===== src/rtl/count_pkg.sv =====
// count_pkg: shared state encoding and count-step constants for the count decoder
package count_pkg;
  localparam int CNT_W = 3;
  localparam logic [CNT_W-1:0] D_HOLD = 3'd0;
  localparam logic [CNT_W-1:0] D_UP   = 3'd1;
  localparam logic [CNT_W-1:0] D_DOWN = 3'd7;
  typedef enum logic [1:0] {
    UNLOCKED = 2'd0,
    LOCKED   = 2'd1,
    FAULT    = 2'd2
  } cd_state_t;
endpackage


===== src/rtl/count_delta.sv =====
// count_delta: classifies the modulo-8 change between two count samples
module count_delta
  import count_pkg::*;
(
  input  logic [CNT_W-1:0] i_prev,
  input  logic [CNT_W-1:0] i_cur,
  output logic             o_hold,
  output logic             o_up,
  output logic             o_down,
  output logic             o_skip,
  output logic             o_wrap_up,
  output logic             o_wrap_dn
);
  logic [CNT_W-1:0] w_d;
  // one-hot step class plus the 7->0 / 0->7 crossing flags
  always_comb begin
    w_d       = i_cur - i_prev;
    o_hold    = w_d == D_HOLD;
    o_up      = w_d == D_UP;
    o_down    = w_d == D_DOWN;
    o_skip    = !(o_hold || o_up || o_down);
    o_wrap_up = o_up && i_prev == 3'd7;
    o_wrap_dn = o_down && i_prev == 3'd0;
  end
endmodule


===== src/rtl/count_decoder.sv =====
// count_decoder: follows a 3-bit count stream into a wide wrapping position with direction and fault status
module count_decoder
  import count_pkg::*;
#(
  parameter int POS_W = 8
) (
  input  logic             clk,
  input  logic             rst,
  input  logic             en,
  input  logic             clr,
  input  logic [CNT_W-1:0] cnt_in,
  output logic [POS_W-1:0] pos,
  output logic             dir,
  output logic             step,
  output logic             wrap,
  output logic             locked,
  output logic             fault
);
  cd_state_t        r_state, w_nxt_state;
  logic [CNT_W-1:0] r_prev, w_nxt_prev;
  logic [POS_W-1:0] r_pos, w_nxt_pos;
  logic             r_dir, w_nxt_dir;
  logic             r_step, w_nxt_step;
  logic             r_wrap, w_nxt_wrap;
  logic             r_fault, w_nxt_fault;
  logic             w_hold, w_up, w_down, w_skip, w_wrap_up, w_wrap_dn;
  logic             w_acc;

  count_delta u_delta (
    .i_prev    (r_prev),
    .i_cur     (cnt_in),
    .o_hold    (w_hold),
    .o_up      (w_up),
    .o_down    (w_down),
    .o_skip    (w_skip),
    .o_wrap_up (w_wrap_up),
    .o_wrap_dn (w_wrap_dn)
  );

  // a sample is acted on only when tracking, strobed, not cleared and actually moved
  assign w_acc = r_state == LOCKED && en && !clr && !w_hold;

  // next-state and next-output logic; clr overrides any step seen in the same cycle
  always_comb begin
    w_nxt_state = r_state;
    w_nxt_prev  = r_prev;
    w_nxt_pos   = r_pos;
    w_nxt_dir   = r_dir;
    w_nxt_step  = 1'b0;
    w_nxt_wrap  = 1'b0;
    w_nxt_fault = r_fault;
    case (r_state)
      UNLOCKED: begin
        w_nxt_pos = clr ? '0 : r_pos;
        if (en && !clr) begin
          w_nxt_prev  = cnt_in;
          w_nxt_state = LOCKED;
        end
      end
      LOCKED: begin
        w_nxt_prev = en ? cnt_in : r_prev;
        w_nxt_pos  = clr ? '0
                   : (w_acc && w_up) ? r_pos + POS_W'(1)
                   : (w_acc && w_down) ? r_pos - POS_W'(1)
                   : r_pos;
        w_nxt_dir  = (w_acc && (w_up || w_down)) ? w_up : r_dir;
        w_nxt_step = w_acc && (w_up || w_down);
        w_nxt_wrap = w_acc && (w_wrap_up || w_wrap_dn);
        if (w_acc && w_skip) begin
          w_nxt_fault = 1'b1;
          w_nxt_state = FAULT;
        end
      end
      default: begin
        if (clr) begin
          w_nxt_pos   = '0;
          w_nxt_fault = 1'b0;
          w_nxt_state = UNLOCKED;
        end
      end
    endcase
  end

  // state register
  always_ff @(posedge clk) begin
    if (rst) r_state <= UNLOCKED;
    else     r_state <= w_nxt_state;
  end

  // sample history, position and registered status outputs
  always_ff @(posedge clk) begin
    if (rst) begin
      r_prev  <= '0;
      r_pos   <= '0;
      r_dir   <= 1'b0;
      r_step  <= 1'b0;
      r_wrap  <= 1'b0;
      r_fault <= 1'b0;
    end else begin
      r_prev  <= w_nxt_prev;
      r_pos   <= w_nxt_pos;
      r_dir   <= w_nxt_dir;
      r_step  <= w_nxt_step;
      r_wrap  <= w_nxt_wrap;
      r_fault <= w_nxt_fault;
    end
  end

  assign pos    = r_pos;
  assign dir    = r_dir;
  assign step   = r_step;
  assign wrap   = r_wrap;
  assign locked = r_state == LOCKED;
  assign fault  = r_fault;
endmodule


===== config.mk =====
export PLATFORM = sky130hd
export DESIGN_NAME = count_decoder
export DESIGN_NICKNAME = d
export VERILOG_FILES = /design/src/rtl/count_pkg.sv /design/src/rtl/count_delta.sv /design/src/rtl/count_decoder.sv
export SDC_FILE = /design/constraint.sdc
export NUM_CORES = 1
export LEC_CHECK = 0
export CAP_MARGIN = 15
export CORE_ASPECT_RATIO = 1.2
export CORE_MARGIN = 1.5
export CORE_UTILIZATION = 51
export DETAILED_ROUTE_END_ITERATION = 10
export PLACE_DENSITY = 0.81
export SLEW_MARGIN = 20
export SYNTH_ARGS = -nofsm -noshare
export SYNTH_HDL_FRONTEND = slang
export SYNTH_SLANG_ARGS = --single-unit
export TNS_END_PERCENT = 30

===== constraint.sdc =====
create_clock -name clk -period 4.4 [get_ports clk]
set_input_delay 0.88 -clock clk [delete_from_list [all_inputs] [get_ports clk]]
set_output_delay 0.88 -clock clk [all_outputs]
set_load 0.02 [all_outputs]

=== After elaboration in Yosys (flattened, before gate mapping) ===
Index checks and enable logic that the tools add are counted.

* Output and inout bits: 13
* Latch bits: 0
* Bits in registers: 17
* Memories: 0
* Logic and storage cells: 65
* Bits in writable memories: 0
* ROM bits: 0

* Order comparisons: 0
* Mux-type cells: 15
* Reductions and logical operators: 31
* Shift operators: 0
* $mul: 0
* Bitwise gates (word level): 2
* Divide/modulo/power cells: 0
* Add/sub/neg operators: 3
* Equality and inequality tests: 7

{| class="wikitable"
|+ Operators with widths
! cell !! number
|-
| $mux 8 || 5
|-
| $logic_and 1x1->1 || 11
|-
| $reduce_and 3->1 || 3
|-
| $add 8x1->8 const B || 1
|-
| $sub 8x1->8 const B || 1
|-
| $eq 3x3->1 const B || 2
|-
| $logic_not 3->1 || 2
|-
| $mux 2 || 3
|-
| $mux 3 || 2
|-
| $pmux 3 s2 || 1
|-
| $reduce_bool 3->1 || 2
|-
| $logic_or 1x1->1 || 4
|-
| $ne 2x2->1 const B || 2
|-
| $pmux 2 s2 || 1
|-
| $reduce_and 2->1 || 2
|-
| $reduce_bool 2->1 || 2
|-
| $eq 3x1->1 const B || 1
|-
| $logic_not 1->1 || 3
|-
| $sub 3x3->3 || 1
|-
| $eq 2x1->1 const B || 1
|-
| $logic_not 2->1 || 1
|-
| $mux 1 || 2
|-
| $ne 2x1->1 const B || 1
|-
| $not 1->1 || 2
|-
| 2 further kinds || 2
|}

=== Longest topological paths before layout ===
* Depth in word-level cells: 9
* Depth in mapped cells: 13

=== Hierarchy ===
From an unflattened synthesis, not the netlist that was laid out.

* Cells, all modules: 126
* Area total of the unflattened synthesis: 1,068.5 µm²

{| class="wikitable"
|+ By module, submodules not included
! module !! instances !! cells an instance !! area an instance (µm²)
|-
| count_decoder || 1 || 110 || 934.6
|-
| count_delta || 1 || 16 || 133.9
|}

=== Least setup slack after synthesis ===
OpenSTA, ideal clock, no wires.

* Path type: in2reg
* Start point: in cnt_in[0]
* End point: reg r_pos[7], in the netlist pos[7]
* Slack: 889 ps
* Setup time: 127 ps
* Arrival time: 3,384 ps
* Cell stages on the path: 12
* Cell sequence: inv_1 -> ha_1 -> fa_1 -> xnor3_2 -> nand4_1 -> ha_1 -> a211oi_1 -> o211ai_1 -> nand2_1 -> mux2i_1 -> o21a_1 -> nor3_1

* Longest elaborated chain between the ends: 8

{| class="wikitable"
|+ RTL lines
! what !! RTL line !! RTL
|-
| start: declaration || count_decoder.sv:11 || <nowiki>input logic [CNT_W-1:0] cnt_in,</nowiki>
|-
| $sub 3x3->3 (*) || count_delta.sv:17 || <nowiki>w_d = i_cur - i_prev;</nowiki>
|-
| $logic_not 3->1 || count_delta.sv:18 || <nowiki>o_hold = w_d == D_HOLD;</nowiki>
|-
| $logic_not 1->1 || count_decoder.sv:41 || <nowiki>assign w_acc = r_state == LOCKED && en && !clr && !w_hold;</nowiki>
|-
| $logic_and 1x1->1 || count_decoder.sv:41 ||
|-
| $logic_and 1x1->1 || count_decoder.sv:63 || <nowiki>: (w_acc && w_up) ? r_pos + POS_W'(1)</nowiki>
|-
| $mux 8 || count_decoder.sv:63 ||
|-
| $mux 8 || count_decoder.sv:62 || <nowiki>w_nxt_pos = clr ? '0</nowiki>
|-
| $mux 8 || -- ||
|-
| end signal: assignment || count_decoder.sv:101 || <nowiki>r_pos <= w_nxt_pos;</nowiki>
|-
| end: declaration || count_decoder.sv:21 || <nowiki>logic [POS_W-1:0] r_pos, w_nxt_pos;</nowiki>
|}

Mark *: on every way between the ends. The rest lies on a longest branch, timed or not.
A chain may end at the register's enable or synchronous reset.

=== Worst setup path after layout ===
* Start point: in cnt_in[0]
* End point: reg r_pos[6], in the netlist pos[6]

The elaborated chain is that of the path after synthesis.

==> out/metrics.cfg <==
[global_routing]
antenna_found_initial = 0
grt_max_degree = 18
grt-ovfl-total = 0
grt_pass1_wl_um = 4040
grt_pass1_vias = 943
track_usage_pct = 22.7

[flow_run]
max-cap-violations = 0

[cts]
post_cts_resized = 0
hold_buffers = 0
clkLatencyLatePin_ns = 0.29
root_buffer = clkbuf_4
clock_sinks = 17
cts_tree = built
clk_path_buf_depth = 2
postCtsSetupBuffers = 0
cts_made_buffers = 3
htree_levels = 1
clkTransAtPathRegs_ns = 0.09

[sta]
relSlewSlack_pct = 59.6
finalCritPeriodShare_pct = 87.5
fin_crit_ns = 3.85
max_freq_ghz = 0.260
finalSetupTns_ns = 0
setup_slack_ns = 0.550
hold_viol_final = 0
hold_ws_ns = 0.500
rsz0062_at_grt = false
slew_violations = 0
setup_viol = 0
finalClockSkew_ns = 0.00840
worst_pin_slew_ns = 0.604

[yosys]
synth_enable_flop_cells = 0
synth_seq_cells = 17
syn_inst = 124
synth.yosys.seq_area_share_pct = 31.9
yosysTopAreaCellShare_pct = 31.9
synthArstFlopShare_pct = 0
yosys.cell_types.count = 37
synth_area_leaders = dfxtp_1 (32%), ha_1 (8.2%), nor2_1 (6.3%)
synth.avg_cell_area_um2 = 8.62
syn-num-nets = 140
synth.largest_area_cell = dfxtp_1
ys.flop_type = dfxtp_1
netlist_area_um2 = 1070
synth.yosys.warnings = 0

[layout]
fin_util_pct = 67.2
layout_commonest_cell = clkdlybuf4s50_1
num-fill-cells = 173
antenna_cells = 0
layout.cells.non_filler = 163
fin_area_um2 = 1290
most-common-layout-cells = clkdlybuf4s50_1 (19), nor2_1 (18), dfxtp_1 (17)
drive_gt1_share_pct = 9.72
syn2layout_area_growth_pct = 20.4
nets = 161

[floorplanning]
fp.coreArea_um2 = 1910
die_area_um2 = 2380
start_util_pct = 55.8
die_h_um = 53.1
fp-row-count = 17
io_pins = 20
die_x_um = 44.8

[placed_design]
dpl.hpwl_um = 1740
dpl.cell_count = 159
io_buffers = 19
dp_slack_ns = 0.246
gp_congestion = 0.896
place_area_um2 = 1260

[setup_path]
timing.reg2reg.worst_path_depth = 11
reg2reg_to = pos[6]
cp.required_ns = 4.55
slowest_delay_ns = 0.48
r2r-start = r_prev[0]
crit_arrival_ns = 4.00
cp_slowest_cell = clkdlybuf4s50_1
rrSetupSlack_ns = 1.33
crit_fanout = 6
path_class = primary input to flop
cp_cell_sequence = clkdlybuf4s50_1 -> inv_1 -> ha_1 -> fa_1 -> xnor3_2 -> nand4_1 -> ha_1 -> nor2b_1 -> o31a_1 -> o21ai_0 -> and3_1 -> o21ai_0 -> a21oi_1
endpoint_kind = flop
critPathLaunchType = primary input

[power_and_ir_drop]
max-vdd-ir-drop_mv = 0.177
p_leak_nw = 0.542
power_mw = 0.303
powerDensity_nw_per_um2 = 235

[drt]
wl_um = 2230
ant_nets = 0
wl_per_cell_um = 13.7
drc = 0
firstDrtPassIters = 4
vias = 956
routed_via_density = 5.87
drt-initial-drc-count = 16

[min_path]
worstHoldStart = pos[6]
holdPathStages = 2
hold_class = flop to flop
min_to = pos[6]

[run_status]
status = complete, no violations

-- worst max-delay path by stage --
stage	from	end	slack (ns)	depth (start not counted)
after global placement	cnt_in[0]	pos[7]	0.31	13
after detailed placement	cnt_in[0]	pos[7]	0.25	13
after global routing	cnt_in[0]	pos[6]	0.28	13
final	cnt_in[0]	pos[6]	0.55	13
after floorplan	cnt_in[0]	pos[7]	0.89	12
after CTS	cnt_in[0]	pos[6]	0.56	14
-- metal layers --
metal	vias up	wire [um]	share of wire [%]	global-route usage, %
met3	5	63	2.8	2.05
met1	451	958	43	27.6
li1	483	-	-	-
met2	17	1180	53	41.1
met4	0	21	0.94	7.35
met5	-	0	0	0
-- registers in the layout, summed over array words and instances, names as in the netlist --
name / count
pos: 8
step: 1
fault: 1
r_prev: 3
r_state: 2
wrap: 1
dir: 1
-- Yosys cell counts, types with 3 or more instances --
master / n
a31oi_1: 4
a21oi_1: 10
dfxtp_1: 17
inv_1: 9
mux2i_1: 4
nand3_1: 3
o21ai_0: 8
nor3_1: 3
nor2_1: 18
nor2b_1: 3
nand2_1: 5
ha_1: 7
-- report_power, final --
part	leakage (nW)	internal [mW]	switching, mW
Combinational	0.387	0.0276	0.0290
Clock	0.0177	0.0338	0.0500
Sequential	0.138	0.158	0.00433
Total	0.542	0.219	0.0834
-- final cells by class --
type	instances	area [um2]	area share [%]
Tap cell	19	23.8	1.85
Clock buffer	3	22.5	1.75
Inverter	9	33.8	2.63
Clock inverter	1	5.00	0.389
Sequential cell	17	340	26.5
Timing Repair Buffer	20	198	15.4
Multi-Input combinational cell	94	663	51.6
-- critical path, delay by kind of cell --
kind	cells	cell delay (ns)
AO/OA/AOI/OAI	4	0.60
adder cells (fa/ha/maj)	3	1.03
buffers and inverters	2	0.53
AND/OR/NAND/NOR	3	0.67
XOR/XNOR	1	0.30
-- logic make-up (layout without fill, tap and decap cells) --
| logic type | Yosys count | after routing | share of synthesized area [%] |
|---|---|---|---|
| muxes | 4 | 4 | 3.75 |
| AOI/OAI and AO/OA | 35 | 35 | 21.1 |
| and+or+nand+nor | 43 | 43 | 21.4 |
| xor gates and xnor gates | 3 | 3 | 3.86 |
| DFF | 17 | 17 | 31.9 |
| buffers and inverters | 13 | 33 | 6.09 |
| adders and majority gates | 9 | 9 | 11.9 |
(Power assumes the default switching activity.)
==> RTL edit 1 (config.mk and constraints unchanged) <==
Put a register stage on the output `locked`, with the module's reset. The value now appears one clock later. The other outputs are not delayed to match.
--- a/src/rtl/count_decoder.sv
+++ b/src/rtl/count_decoder.sv
@@ -111,5 +111,11 @@
   assign step   = r_step;
   assign wrap   = r_wrap;
-  assign locked = r_state == LOCKED;
+  always_ff @(posedge clk) begin
+    if (rst) begin
+      locked <= '0;
+    end else begin
+      locked <= r_state == LOCKED;
+    end
+  end
   assign fault  = r_fault;
 endmodule
Check against the original RTL: not equivalent (a bounded check fails within 4 cycles, from zero or initial values and one cycle with rst high).
==> RTL edit 1 against the unedited design <==
Critical path depth unchanged. Clock power rose by 23%. Sequential cell count rose by 1. Total power grew 8.4%. Synthesized area rose by 2.5%. Worst setup slack gained 0.0077 ns. Wire length grew 0.67%. Cell area increased by 4.1%. Final cell count increased by 7.4%. Critical path type unchanged. Largest cell class unchanged. Die area grew 2.3%. Highest routed layer unchanged.
==> RTL edit 1: results (changes against the unedited design) <==
# fillers 184 (+6.4%); H-tree depth 1 (unchanged); post-synthesis xor/xnor area fraction 3.77% (-0.093 points); Peak VDD IR 0.000275 V (+55%); Net Count, Synth 140 (unchanged); wire length per cell 12.8 µm (-6.2%); Worst Slack Setup Final 0.558 ns (+0.00775 ns); Synth area leaders dfxtp_1 (33%), ha_1 (8.0%), nor2_1 (6.2%), a21oi_1 (3.7%), fa_1 (3.7%); post-DP HPWL 1730 µm (-0.60%); Placed Cells 171 (+7.5%); slowest stage delay, CP between 0.4 and 0.5 ns; R2R depth 11 (unchanged); Post-CTS Resized 0 (unchanged); Synth cell types 38 (+2.7%); Tot GR Track Use 19.8% (-2.9 points); most frequent cells after synthesis dfxtp_1 (18), nor2_1 (18), a21oi_1 (8); pre-CTS WS 0.230 ns (-0.0164 ns); initial DRC count 12 (-4); CP top delay family adder cells; post-route non-filler standard cell count 175 (+7.4%); status finished clean; Inserted Clock Buffers 3 (unchanged); share of cells above drive strength 1 9.66% (-0.067 points); CTS root buf clkbuf_4; routability cong. 0.825 (-7.9%); compound-cell area share of the yosys netlist 20.5% (-0.62 points); initial antenna violation count 0 (unchanged); FFs w/ async S/R, synth 0% (unchanged); Hold Crit Class reg -> reg; Critical Path AT 4.05 ns (+0.05 ns); crit path to pos[6]; mux contribution to synthesized area 3.66% (-0.090 points); sequential-to-total area share from yosys stat 32.9% (+1.1 points); Nets 162 (+0.62%); global-route wire length before repair 3520 µm (-13%); DRT Pass-1 Iters 5 (+1); Syn Area/Cell 8.83 µm² (+2.5%); Worst-path clk slew 0.11 ns (+0.02 ns); worst clock skew 0.00268 ns (-0.00572 ns); reg-to-reg slack, setup around 1.3 ns; vias per inst 5.53 (-5.8%); I/O Buffers 19 (unchanged); Total Neg Setup Slack 0 ns (unchanged); largest net degree at the start of global routing 19 (+1); ANT cells 0 (unchanged); Worst slew margin 55.8% (-3.8 points); Setup crit start cnt_in[0]; RR Startpoint r_prev[0]; vias in the first global route 855 (-9.3%); Post-Synth Adder-Cell Area 11.7% (-0.29 points); Net Switching 0.0844 mW (+1.2%); Static Leakage 0.545 nW (+0.48%)
-- RTL edit 1: routing by layer --
| metal | global-route usage (%) | vias to the layer above | routed length, µm | share of wire [%] |
|---|---|---|---|---|
| met5 | 0 | - | 0 | 0 |
| met4 | 8.33 | 0 | 25 | 1.1 |
| met3 | 2.01 | 4 | 41 | 1.8 |
| met2 | 35.2 | 15 | 1180 | 53 |
| met1 | 23.7 | 457 | 991 | 44 |
| li1 | - | 491 | - | - |
-- RTL edit 1: per-stage QoR --
step,util [%],area [µm²]
floorplan,-,1090
global placement,63.6,1300
detailed placement,63.6,1300
CTS,65.3,1340
global route,65.3,1340
finish,65.3,1340
-- RTL edit 1: worst min path at each step --
stage | from | endpoint | slack, ns | depth (start not counted)
2_1_floorplan | r_state[1] | r_state[1] | 0.49 | 2
3_3_place_gp | fault | fault | 0.47 | 2
3_5_place_dp | fault | fault | 0.47 | 2
4_1_cts | fault | fault | 0.49 | 2
5_1_grt | fault | fault | 0.53 | 2
6_report | fault | fault | 0.49 | 2
-- RTL edit 1: final cells by class --
cell class,instances,area share [%]
Tap cell,30,2.80
Timing Repair Buffer,20,14.8
Inverter,8,2.24
Clock buffer,4,2.71
Sequential cell,18,26.9
Multi-Input combinational cell,95,50.6
-- RTL edit 1: logic make-up (layout without fill, tap and decap cells) --
family / after synthesis / in the layout
mux: 4 / 4
buf+inv: 11 / 32
flops: 18 / 18
xor+xnor: 3 / 3
simple gates: 45 / 45
compound gates: 34 / 34
fa+ha+maj: 9 / 9
-- RTL edit 1: power by group through the flow --
stage	clock network [mW]	logic [mW]	registers, mW
2_1_floorplan	0	0.0354	0.176
3_3_place_gp	0	0.0522	0.175
3_5_place_dp	0	0.0537	0.175
4_1_cts	0.108	0.0539	0.171
5_1_grt	0.110	0.0593	0.172
6_report	0.103	0.0541	0.171
==> RTL edit 2 (config.mk and constraints unchanged) <==
Made on the original files. Change the parameter `POS_W` from 8 to 10.
--- a/src/rtl/count_decoder.sv
+++ b/src/rtl/count_decoder.sv
@@ -3,5 +3,5 @@
   import count_pkg::*;
 #(
-  parameter int POS_W = 8
+  parameter int POS_W = 10
 ) (
   input  logic             clk,
Interface: changed (resized pos); port bits go from 20 to 22. No check against the original RTL was run, so the function may have changed too.
==> RTL edit 2 against the unedited design <==
Hold slack lost 0.0065 ns. Synthesized area grew 22%. Wire length grew 44%. Worst setup slack lost 0.16 ns. Clock power grew 7.6%. Total power grew 22%. Cell area grew 23%. Utilization is essentially flat. Sequential cell count grew 2. Count of clock-buffer cells in the layout grew 1. Critical path type unchanged.
==> RTL edit 2: results (changes against the unedited design) <==
status finished clean; Power Internal 0.257 mW (+17%); pre-CTS WS 0.0814 ns (-0.165 ns); R2R depth 10 (-1); routability cong. 0.929 (+3.7%); hold slack 0.494 ns (-0.00651 ns); initial DRC count 25 (+9); Critical Path AT 4.21 ns (+0.21 ns); Hold Path End fault; most frequent cells after synthesis dfxtp_1 (19), nand3_1 (15), a21oi_1 (14); reg-to-reg slack, setup 1.15 ns (-0.18 ns); vias per inst 6.20 (+5.8%); multi-input logic area 862 µm² (+30%); I/O Buffers 21 (+2); slowest CP cell a2111oi_0; post-DP HPWL 2460 µm (+41%); Placed Cells 206 (+30%); crit-path max FO 4 (-2); Power Combinational 0.0957 mW (+69%); mux contribution to synthesized area 2.31% (-1.4 points); HP Start fault; Net Count, Synth 174 (+24%); reg-to-reg endpoint pos[7]; routed via count 1303 (+36%); wire length per cell 15.3 µm (+12%); worst clock skew 0.00927 ns (+0.000871 ns)
==> RTL edit 2: metal layers <==
metal	part of all wire (%)	up-vias
met5	0	-
met4	2.4	0
met3	2.8	9
met2	53	30
met1	42	623
li1	-	641
==> RTL edit 2: worst max-delay path by stage <==
stage                     startpoint  endpoint  slack [ns]  cells past startpoint
after detailed placement   cnt_in[0]    pos[7]        0.08                     12
after global placement     cnt_in[0]    pos[7]        0.34                     12
final                      cnt_in[0]    pos[7]        0.39                     12
after global routing       cnt_in[0]    pos[7]        0.07                     12
after CTS                  cnt_in[0]    pos[7]        0.41                     12
after floorplan            cnt_in[0]    pos[7]        0.63                     11
==> RTL edit 2: layout make-up <==
class,instances,share of cell area [%]
clock buffer,4,1.66
inverter,9,2.14
multi-input combinational,122,54.5
sequential,19,24.1
tap,31,2.45
timing repair buffer,25,15.2
